**src/rtl/spi_frame_master_if.sv**
```systemverilog
// Host-side byte stream and frame control for spi_frame_master.
// The master modport is the host/bench side, the slave modport the SPI master core.
interface spi_frame_master_if;
  logic       start;
  logic [7:0] tx_data;
  logic       tx_valid;
  logic       tx_ready;
  logic [7:0] rx_data;
  logic       rx_valid;
  logic       busy;
  logic       done;

  modport master (
    output start, tx_data, tx_valid,
    input  tx_ready, rx_data, rx_valid, busy, done
  );

  modport slave (
    input  start, tx_data, tx_valid,
    output tx_ready, rx_data, rx_valid, busy, done
  );
endinterface

```
**src/rtl/spi_frame_master.sv**
```systemverilog
// Mode-0, MSB-first SPI master: one SSEL-low frame of FRAME_BYTES bytes per start request,
// full-duplex, with each received byte returned on a one-cycle strobe.
module spi_frame_master #(
  parameter int unsigned FRAME_BYTES = 64,
  parameter int unsigned CLK_DIV     = 4,
  parameter int unsigned GAP_CYCLES  = 2
) (
  input  logic                 clk,
  input  logic                 rst_n,
  spi_frame_master_if.slave    bus,
  output logic                 SCK,
  output logic                 MOSI,
  input  logic                 MISO,
  output logic                 SSEL
);

  localparam int unsigned CntMax = (CLK_DIV > GAP_CYCLES) ? CLK_DIV : GAP_CYCLES;
  localparam int unsigned CntW   = $clog2(CntMax);
  localparam int unsigned BcW    = $clog2(FRAME_BYTES + 1);

  typedef enum logic [2:0] {StIdle, StSetup, StLoad, StShift, StHold} state_e;

  state_e           state_q, state_d;
  logic [CntW-1:0]  cnt_q, cnt_d;
  logic [2:0]       bit_q, bit_d;
  logic [BcW-1:0]   byte_q, byte_d;
  logic [BcW-1:0]   byte_inc;
  logic [6:0]       tx_sh_q, tx_sh_d;
  logic [6:0]       rx_sh_q, rx_sh_d;
  logic [7:0]       rx_byte;
  logic             sck_q, sck_d;
  logic             mosi_q, mosi_d;
  logic             ssel_q, ssel_d;
  logic             tx_ready_q, tx_ready_d;
  logic [7:0]       rx_data_q, rx_data_d;
  logic             rx_valid_q, rx_valid_d;
  logic             busy_q, busy_d;
  logic             done_q, done_d;
  logic             miso_meta_q, miso_sync_q;

  assign byte_inc = byte_q + BcW'(1);
  // Byte as it stands once the current sample is shifted in; first sample ends up in bit 7.
  assign rx_byte  = {rx_sh_q, miso_sync_q};

  always_comb begin
    state_d    = state_q;
    cnt_d      = cnt_q;
    bit_d      = bit_q;
    byte_d     = byte_q;
    tx_sh_d    = tx_sh_q;
    rx_sh_d    = rx_sh_q;
    sck_d      = sck_q;
    mosi_d     = mosi_q;
    ssel_d     = ssel_q;
    tx_ready_d = tx_ready_q;
    rx_data_d  = rx_data_q;
    rx_valid_d = 1'b0;
    busy_d     = busy_q;
    done_d     = 1'b0;

    unique case (state_q)
      StIdle: begin
        // A start coinciding with the done pulse is dropped, not queued.
        if (bus.start && !done_q) begin
          state_d = StSetup;
          ssel_d  = 1'b0;
          busy_d  = 1'b1;
          byte_d  = '0;
          cnt_d   = '0;
        end
      end
      StSetup: begin
        if (cnt_q == CntW'(GAP_CYCLES - 1)) begin
          state_d    = StLoad;
          tx_ready_d = 1'b1;
          cnt_d      = '0;
        end else begin
          cnt_d = cnt_q + CntW'(1);
        end
      end
      StLoad: begin
        if (bus.tx_valid && tx_ready_q) begin
          tx_sh_d    = bus.tx_data[6:0];
          mosi_d     = bus.tx_data[7];
          bit_d      = '0;
          cnt_d      = '0;
          tx_ready_d = 1'b0;
          state_d    = StShift;
        end
      end
      StShift: begin
        if (cnt_q != CntW'(CLK_DIV - 1)) begin
          cnt_d = cnt_q + CntW'(1);
        end else begin
          cnt_d = '0;
          if (!sck_q) begin
            sck_d = 1'b1;
          end else begin
            sck_d   = 1'b0;
            rx_sh_d = rx_byte[6:0];
            if (bit_q == 3'd7) begin
              rx_data_d  = rx_byte;
              rx_valid_d = 1'b1;
              byte_d     = byte_inc;
              if (byte_inc == BcW'(FRAME_BYTES)) begin
                state_d = StHold;
              end else begin
                state_d    = StLoad;
                tx_ready_d = 1'b1;
              end
            end else begin
              bit_d   = bit_q + 3'd1;
              mosi_d  = tx_sh_q[6];
              tx_sh_d = {tx_sh_q[5:0], 1'b0};
            end
          end
        end
      end
      StHold: begin
        if (cnt_q == CntW'(GAP_CYCLES - 1)) begin
          state_d = StIdle;
          ssel_d  = 1'b1;
          busy_d  = 1'b0;
          done_d  = 1'b1;
          cnt_d   = '0;
        end else begin
          cnt_d = cnt_q + CntW'(1);
        end
      end
      default: state_d = StIdle;
    endcase
  end

  always_ff @(posedge clk or negedge rst_n) begin
    if (!rst_n) begin
      state_q     <= StIdle;
      cnt_q       <= '0;
      bit_q       <= '0;
      byte_q      <= '0;
      tx_sh_q     <= '0;
      rx_sh_q     <= '0;
      sck_q       <= 1'b0;
      mosi_q      <= 1'b0;
      ssel_q      <= 1'b1;
      tx_ready_q  <= 1'b0;
      rx_data_q   <= '0;
      rx_valid_q  <= 1'b0;
      busy_q      <= 1'b0;
      done_q      <= 1'b0;
      miso_meta_q <= 1'b0;
      miso_sync_q <= 1'b0;
    end else begin
      state_q     <= state_d;
      cnt_q       <= cnt_d;
      bit_q       <= bit_d;
      byte_q      <= byte_d;
      tx_sh_q     <= tx_sh_d;
      rx_sh_q     <= rx_sh_d;
      sck_q       <= sck_d;
      mosi_q      <= mosi_d;
      ssel_q      <= ssel_d;
      tx_ready_q  <= tx_ready_d;
      rx_data_q   <= rx_data_d;
      rx_valid_q  <= rx_valid_d;
      busy_q      <= busy_d;
      done_q      <= done_d;
      miso_meta_q <= MISO;
      miso_sync_q <= miso_meta_q;
    end
  end

  assign SCK          = sck_q;
  assign MOSI         = mosi_q;
  assign SSEL         = ssel_q;
  assign bus.tx_ready = tx_ready_q;
  assign bus.rx_data  = rx_data_q;
  assign bus.rx_valid = rx_valid_q;
  assign bus.busy     = busy_q;
  assign bus.done     = done_q;

endmodule

```
**src/flat_wrapper.sv**
```systemverilog
// flat-port wrapper written by rule: the top's interface ports become plain ports
module spi_frame_master_flat 
#(
  parameter int unsigned FRAME_BYTES = 64,
  parameter int unsigned CLK_DIV     = 4,
  parameter int unsigned GAP_CYCLES  = 2
)
  (clk, rst_n, SCK, MOSI, MISO, SSEL, bus_start, bus_tx_data, bus_tx_valid, bus_tx_ready, bus_rx_data, bus_rx_valid, bus_busy, bus_done);
  spi_frame_master_if bus_i ();
  input  logic clk;
  input  logic rst_n;
  output logic SCK;
  output logic MOSI;
  input  logic MISO;
  output logic SSEL;
  input wire logic [$bits(bus_i.start)-1:0] bus_start;
  input wire logic [$bits(bus_i.tx_data)-1:0] bus_tx_data;
  input wire logic [$bits(bus_i.tx_valid)-1:0] bus_tx_valid;
  output wire logic [$bits(bus_i.tx_ready)-1:0] bus_tx_ready;
  output wire logic [$bits(bus_i.rx_data)-1:0] bus_rx_data;
  output wire logic [$bits(bus_i.rx_valid)-1:0] bus_rx_valid;
  output wire logic [$bits(bus_i.busy)-1:0] bus_busy;
  output wire logic [$bits(bus_i.done)-1:0] bus_done;
  assign bus_i.start = bus_start;
  assign bus_i.tx_data = bus_tx_data;
  assign bus_i.tx_valid = bus_tx_valid;
  assign bus_tx_ready = bus_i.tx_ready;
  assign bus_rx_data = bus_i.rx_data;
  assign bus_rx_valid = bus_i.rx_valid;
  assign bus_busy = bus_i.busy;
  assign bus_done = bus_i.done;
  spi_frame_master #(.FRAME_BYTES(FRAME_BYTES), .CLK_DIV(CLK_DIV), .GAP_CYCLES(GAP_CYCLES)) u_core (.clk(clk), .rst_n(rst_n), .bus(bus_i), .SCK(SCK), .MOSI(MOSI), .MISO(MISO), .SSEL(SSEL));
endmodule
```
**config.mk**
```make
export PLATFORM = sky130hd
export DESIGN_NAME = spi_frame_master_flat
export DESIGN_NICKNAME = d
export VERILOG_FILES = /design/src/rtl/spi_frame_master_if.sv /design/src/rtl/spi_frame_master.sv /design/src/flat_wrapper.sv
export SDC_FILE = /design/constraint.sdc
export NUM_CORES = 1
export LEC_CHECK = 0
export CORE_MARGIN = 1
export CORE_UTILIZATION = 35
export DETAILED_ROUTE_END_ITERATION = 10
export PLACE_DENSITY = 0.58
export SETUP_SLACK_MARGIN = 0.05
export SKIP_CTS_REPAIR_TIMING = 1
export SLEW_MARGIN = 20
export SYNTH_ARGS = -nofsm -noshare
export SYNTH_HDL_FRONTEND = slang
export SYNTH_SLANG_ARGS = --single-unit
```
**constraint.sdc**
```tcl
create_clock -name clk -period 2.2 [get_ports clk]
set_input_delay 0.33 -clock clk [delete_from_list [all_inputs] [get_ports clk]]
set_output_delay 0.33 -clock clk [all_outputs]
set_load 0.01 [all_outputs]
```
After elaboration in Yosys (flattened, before gate mapping)
Cells that the tools add are included. Widths: inputs -> output; s select.

Bits in registers: 46. Input port bits: 13. Output and inout port bits: 15. Logic and storage cells: 109.

Add/sub/neg operators: 3. Eq/ne operators: 17. Multiplexer cells: 53. Bitwise operators: 1. Reduce and logical (&&, ||, !) cells: 19.

Operator list (number): $mux 7 (8); $mux 3 (12); $pmux 7 s2 (2); $mux 1 (20); $pmux 3 s5 (1); $reduce_and 7->1 (2); $ne 2x1->1 const B (6); $reduce_and 5->1 (2); $reduce_and 3->1 (3); $mux 2 (4); $ne 2x2->1 const B (4); $pmux 2 s4 (1); $add 7x1->7 const B (1); $eq 7x7->1 const B (1); $eq 3x2->1 const B (2); $eq 3x3->1 const B (2); $pmux 1 s2 (3); $pmux 3 s2 (1); $reduce_bool 2->1 (3); $reduce_and 4->1 (1); $reduce_bool 4->1 (1); $add 3x1->3 const B (1); $eq 3x1->1 const B (1); $logic_not 3->1 (1); other kinds (9) (10).

Longest topological paths before layout
Gate-level depths: netlist (run 1).

Word-level depth: 7. Depth in mapped cells: 7. Depth with buffers taken out: 6.

Worst setup path before layout (run 1)
No wires, ideal clock.

Kind: register -> register. Start point: reg u_core.bit_q[0]. End point: reg u_core.tx_sh_q[5]. Setup time: 127 ps. Arrival time: 1504 ps. Data required time: 2073 ps. Path slack: 568 ps. Cell stages (with the launch flop): 7. Path buffers: 1. Period minus slack after synthesis: 1632 ps. Cell sequence: dfrtp_1 -> ha_1 -> ha_1 -> o21ai_1 -> nand4_1 -> buf_4 -> mux2_1.

Word-level cells in the longest chain between the ends: 3.

Ends and longest elaborated chain: start, declared (RTL line spi_frame_master.sv:25) `logic [2:0] bit_q, bit_d;`; start signal, assigned (RTL line spi_frame_master.sv:155) `bit_q <= bit_d;`; $eq 3x3->1 (RTL line spi_frame_master.sv:101) `if (bit_q == 3'd7) begin`; $ne 2x2->1 (no line); $reduce_and 5->1 (no line); end signal, assigned (RTL line spi_frame_master.sv:157) `tx_sh_q <= tx_sh_d;`; end, declared (RTL line spi_frame_master.sv:28) `logic [6:0] tx_sh_q, tx_sh_d;`.

Every way passes these cells. A chain may end at the register's enable or synchronous reset.

Worst setup path after layout (run 1)
Start point: reg u_core.bit_q[0]. End point: reg u_core.byte_q[0].

Word-level cells in the longest chain between the ends: 3.

Ends and longest elaborated chain: $eq 3x3->1 (RTL line spi_frame_master.sv:101); $ne 2x1->1 (no line); $reduce_and 5->1 (no line); end signal, assigned (RTL line spi_frame_master.sv:156) `byte_q <= byte_d;`; end, declared (RTL line spi_frame_master.sv:26) `logic [BcW-1:0] byte_q, byte_d;`.

Every way passes these cells.

==> flow_summary.ini, run 1 <==
[run_status]
outcome = finished with violations
failed_checks = negative hold slack

[synth]
synth_cells = 219
synth_top_flop_cell = dfrtp_1
yosysWarnings = 0
ys_types = 56
ys_top_cells_by_count = nand2_1 (55), dfrtp_1 (45), mux2_2 (15), inv_1 (7), nand3_1 (7)
synth_area_leaders = dfrtp_1 (49%), nand2_1 (8.9%), mux2_2 (7.3%)
avgSynthCellArea_sq_um = 10.5
synth.most_common_cell = nand2_1
synthArstFlopShare_pct = 100
synth_seq_area_share_pct = 49.9
synth_edf_count = 0
synth_top_area_share_pct = 48.8
syn_nets = 238
synth_area_sq_um = 2310
synth_seq_cells = 46
yosysTopAreaCell = dfrtp_1

[cells_and_area]
drive_above_1_share_pct = 18.3
fillers = 628
seq_area_sq_um = 1150
layout.nets = 270
antenna_cells = 0
syn2layout_area_growth_pct = 19.5
multiInputGateArea_sq_um = 1050

[worst_setup_path]
slowest_delay_ns = 0.40
worstPathRequired_ns = 2.44
critPathArrivalTime_ns = 2.10
path_buf_inv = 0
worstSetupEndpointType = register
crit_fanout = 5
path_common_cell = ha_1
cp_cell_sequence = ha_1 -> ha_1 -> nand2b_1 -> o22ai_1 -> a21o_1 -> mux2_2
crit_family = compound AO/OA/AOI/OAI gates
criticalPathCategory = register to register
slowest_stage = dfrtp_1
r2r_setup_slack_ns = 0.34
startpoint_type = register

[detailed_routing]
dr.pass1.iters = 4
dr_wl_met2_mm = 1.89
routedWlPerCell_um = 13.2
route.vias.total = 1622
highest_layer = met4
via_per_inst = 4.93
wl_met3_um = 115
drtIter0Drc = 119
final_antenna_net_count = 0
wl_met1_mm = 2.30
drc_errors = 0
wl_mm = 4.34

[floorplan]
die_y_um = 83.2
rows = 29
die_area_sq_um = 6920
ioPinCount = 28
fp.dieW_um = 83.2
initial_core_util_pct = 36.3
core_sq_um = 6350

[clock_network]
cts_tree = done
cts_sinks = 46
cts-root-buf = clkbuf_8
cts_buffers = 5
htreeDepth = 2
clockBufferDepth = 2
clock_latency_ns = 0.29
cts.reportedPaths.clkPinSlew_ns = 0.09

[sta]
slew_violations = 0
max_slew_margin_pct = 68.8
hold_viol_final = 20
setup_tns_ns = 0
timing.hold.ws_ns = -0.0214
clock_skew_ns = 0.00293
fmax_mhz = 537
worst_pin_slew_ns = 0.465
setup_violations = 0
rsz0062_at_grt = no
min_period_ns = 1.86
period_share_pct = 84.6
fin_ws_ns = 0.338

[power]
pwr-share-comb_pct = 37.9
vdd_drop_max_uv = 532
seqPwrFrac_pct = 41.6
leakage_nw = 1.29
cellPowerDensity_nw_per_um2 = 969
intPower_mw = 1.75
power.clock.fraction_pct = 20.5
netSwitchingFraction_pct = 34.6
p_sw_mw = 0.924

[placement]
globalplace.congestion = 0.792
dp_hpwl_mm = 3.20
io_buffer_count = 27
place_ws_ns = 0.317

[global_routing]
grt_antenna_before_repair = 0
grt_pass1_vias = 1595
grt_max_degree = 23
grt-ovfl-total = 0
grt_use_total_pct = 13.6
grt_pass1_wl_mm = 7.60

[run]
maxCapViolCount = 0

[worst_hold_path]
hold_path_class = primary input to asynchronous set/reset pin
[path summary, 6_finish.rpt]
| kind | start | to | cells past startpoint |
|---|---|---|---|
| setup / recovery | u_core.bit_q[0]$_DFFE_PN0P_ | u_core.byte_q[0]$_DFFE_PN0P_ | 6 |
| hold / removal | rst_n | u_core.bus.rx_data[6]$_DFFE_PN0P_ | 1 |
| setup reg to reg | u_core.bit_q[0]$_DFFE_PN0P_ | u_core.byte_q[0]$_DFFE_PN0P_ | 6 |
| hold reg to reg | u_core.miso_meta_q$_DFF_PN0_ | u_core.miso_sync_q$_DFF_PN0_ | 0 |
| max in group asynchronous | rst_n | u_core.SSEL$_DFFE_PN1P_ | 2 |
| min in group clk | u_core.miso_meta_q$_DFF_PN0_ | u_core.miso_sync_q$_DFF_PN0_ | 0 |
[sequential cells by signal, indices dropped and copies added, names as in the netlist, 2 cells and up]
register,count
u_core.tx_sh_q,7
u_core.bit_q,3
u_core.cnt_q,2
u_core.state_q,3
u_core.bus.rx_data,8
u_core.byte_q,7
u_core.rx_sh_q,7
[final cells by class]
type | instances | share of cell area, %
flip-flops and latches | 46 | 41.8
multi-input cells | 154 | 38.2
repair buffers | 35 | 11.8
well taps | 77 | 3.50
clock buffers | 7 | 3.13
inverters | 9 | 1.23
clock inverters | 1 | 0.318
[power groups by stage]
stage                     clock (mW)  sequential, mW  combinational [mW]
after floorplan                    0            1.09               0.801
after global placement             0            1.12                1.01
after detailed placement           0            1.13                1.02
after CTS                      0.570            1.11                1.02
after global routing           0.593            1.13                1.12
final                          0.547            1.11                1.01
[placed cells by master (no fill, tap or decap), drive strengths merged, types with 4 or more instances in the layout]
| cell type | n |
|---|---|
| nand2 | 55 |
| dfrtp | 45 |
| clkdlybuf4s50 | 26 |
| mux2 | 17 |
| inv | 10 |
| buf | 9 |
| nand3 | 7 |
| clkbuf | 7 |
| ha | 6 |
| nor2 | 5 |
| a22o | 4 |
| mux2i | 4 |
[through the flow]
stage / util [%] / total power, mW / instances / cell area (sq um)
floorplan: - / 1.89 / 219 / 2310
detailed placement: 41.9 / 2.14 / 321 / 2660
global route: 43.4 / 2.85 / 329 / 2760
global placement: 41.9 / 2.13 / 321 / 2660
finish: 43.4 / 2.67 / 329 / 2760
CTS: 43.4 / 2.70 / 329 / 2760
[kinds of logic (layout without fill, tap and decap cells)]
kind of cell / count (synthesis) / in the layout / share of synthesized area, %
xor gates and xnor gates: 3 / 3 / 1.14
AOI/OAI and AO/OA: 34 / 34 / 12.1
adders and majority gates: 6 / 6 / 3.25
buffers and inverters: 19 / 52 / 4.39
DFF: 46 / 46 / 49.9
muxes: 21 / 21 / 10.2
and+or+nand+nor: 90 / 90 / 18.9
[layer usage]
metal	global-route usage (%)	up-vias
li1	-	836
met1	19.3	762
met2	20.9	20
met3	2.78	4
met4	4.23	0
met5	0	-
Power figures use the tool's default switching activity.
==> run 2: changes to the inputs <==
==> constraint.sdc (replaced) <==
create_clock -name clk -period 1.9 [get_ports clk]
set_input_delay 0.285 -clock clk [delete_from_list [all_inputs] [get_ports clk]]
set_output_delay 0.285 -clock clk [all_outputs]
set_load 0.01 [all_outputs]
==> run 2 against run 1 <==
Effect of this change: the run now ends clean; final area grew 3.6%; maximum frequency grew 5.6%; register-to-register slack lost 0.20 ns; sequential share of layout area shrank 1.4 points; total power grew 19%; sequential power grew 14%; critical endpoint is now u_core.byte_q[5]$_DFFE_PN0P_; highest routed layer unchanged.
==> flow_summary.ini, run 2 (synthesis gave the netlist of run 1 again) <==
[run_status]
outcome = finished clean

[cells_and_area]
fin_cells = 337
drive_above_1_share_pct = 21.9
mostFrequentLayoutCells = nand2_1 (55), dfrtp_1 (45), clkdlybuf4s50_1 (26)
layout.nets = 278
antenna_cells = 0
syn2layout_area_growth_pct = 23.8
final_common_cell = nand2_1
largest_reg_flops = 8

[sta]
period_share_pct = 92.8
setup_tns_ns = 0
slew_violations = 0
fmax_mhz = 567
fin_ws_ns = 0.138
min_period_ns = 1.76
max_slew_margin_pct = 73.7
timing.hold.ws_ns = 0.356
clock_skew_ns = 0.00850
rsz0062_at_grt = no
setup_violations = 0
hold_viol_final = 0
worst_pin_slew_ns = 0.394

[placement]
dp.cells = 328
globalplace.congestion = 0.818
io_buffer_count = 27
place_ws_ns = 0.0598
dp_hpwl_mm = 3.35

[detailed_routing]
final_antenna_net_count = 0
routedWlPerCell_um = 13.7
wl_mm = 4.62
dr.pass1.iters = 4
drtIter0Drc = 68
route.vias.total = 1696
drc_errors = 0
via_per_inst = 5.03

[floorplan]
fp.dieW_um = 83.2
rows = 29
die_y_um = 83.2
ioPinCount = 28
die_area_sq_um = 6920
initial_core_util_pct = 36.3
core_sq_um = 6350

[worst_setup_path]
criticalPathCategory = register to register
ff2ff_path_depth = 6
r2r_setup_slack_ns = 0.14
reg2reg_from = u_core.cnt_q[0]$_DFFE_PN0P_
worstPathRequired_ns = 2.09
startpoint_type = register
crit_fanout = 5
r2r-end = u_core.byte_q[5]$_DFFE_PN0P_
critPathArrivalTime_ns = 1.95
worstSetupEndpointType = register

[global_routing]
grt_pass1_wl_mm = 8.14
grt_antenna_before_repair = 0
grt_pass1_vias = 1715
grt_use_total_pct = 14.6
grt-ovfl-total = 0
grt_max_degree = 24

[power]
p_sw_mw = 1.13
power.clock.fraction_pct = 19.0
intPower_mw = 2.06
vdd_drop_max_uv = 626
leakage_nw = 1.33
netSwitchingFraction_pct = 35.4
pwr-share-comb_pct = 41.1
cellPowerDensity_nw_per_um2 = 1110
seqPwrFrac_pct = 39.9

[run]
maxCapViolCount = 0

[clock_network]
cts_buffers = 5
cts-root-buf = clkbuf_8
cts_sinks = 46
clockBufferDepth = 2
cts_tree = done
htreeDepth = 2
cts.reportedPaths.clkPinSlew_ns = 0.09
clock_latency_ns = 0.30

[worst_hold_path]
hold_end = u_core.miso_sync_q$_DFF_PN0_
hold_path_class = register to register
worstHoldStart = u_core.miso_meta_q$_DFF_PN0_
hold_depth = 0
## run 2: cell type report
type / instances / area [sq um]
well taps: 77 / 96.3
flip-flops and latches: 46 / 1150
clock buffers: 5 / 68.8
clock inverters: 3 / 18.8
fillers: 628 / 3490
inverters: 9 / 33.8
repair buffers: 43 / 400
multi-input cells: 154 / 1080
## run 2: power by group through the flow
stage	clock, mW	sequential (mW)	combinational, mW
6_report	0.605	1.27	1.31
5_1_grt	0.672	1.30	1.43
4_1_cts	0.635	1.27	1.27
3_5_place_dp	0	1.29	1.27
3_3_place_gp	0	1.29	1.25
2_1_floorplan	0	1.27	0.927
## run 2: critical path: stages, from the launching register on
cell and delay [ns]:
dfrtp_1 0.43, ha_1 0.27, and2_1 0.18, nand3_1 0.20, inv_2 0.09, a221o_1 0.32, a21o_1 0.17
## run 2: how the worst max path moves through the flow
stage,start,endpoint,cells past startpoint
final,u_core.cnt_q[0]$_DFFE_PN0P_,u_core.byte_q[5]$_DFFE_PN0P_,6
after floorplan,u_core.bit_q[0]$_DFFE_PN0P_,u_core.tx_sh_q[5]$_DFFE_PN0P_,6
after CTS,u_core.bit_q[0]$_DFFE_PN0P_,u_core.byte_q[3]$_DFFE_PN0P_,6
after global routing,u_core.byte_q[0]$_DFFE_PN0P_,u_core.bus.tx_ready$_DFFE_PN0P_,5
after detailed placement,u_core.bit_q[0]$_DFFE_PN0P_,u_core.byte_q[3]$_DFFE_PN0P_,6
after global placement,u_core.bit_q[0]$_DFFE_PN0P_,u_core.byte_q[0]$_DFFE_PN0P_,6
## run 2: metal layers
metal  vias up  track usage, %  wire, um
met5         -               0         0
met4         0            5.64        48
met3         5            2.39       124
met2        25            22.4      2090
met1       822            20.6      2360
li1        844               -         -
## run 2: through the flow
stage	instance area (sq um)	total power, mW	utilization, %
5_1_grt	2860	3.40	45.0
6_report	2860	3.18	45.0
4_1_cts	2810	3.18	44.3
2_1_floorplan	2310	2.19	-
3_5_place_dp	2730	2.56	42.9
3_3_place_gp	2730	2.54	42.9
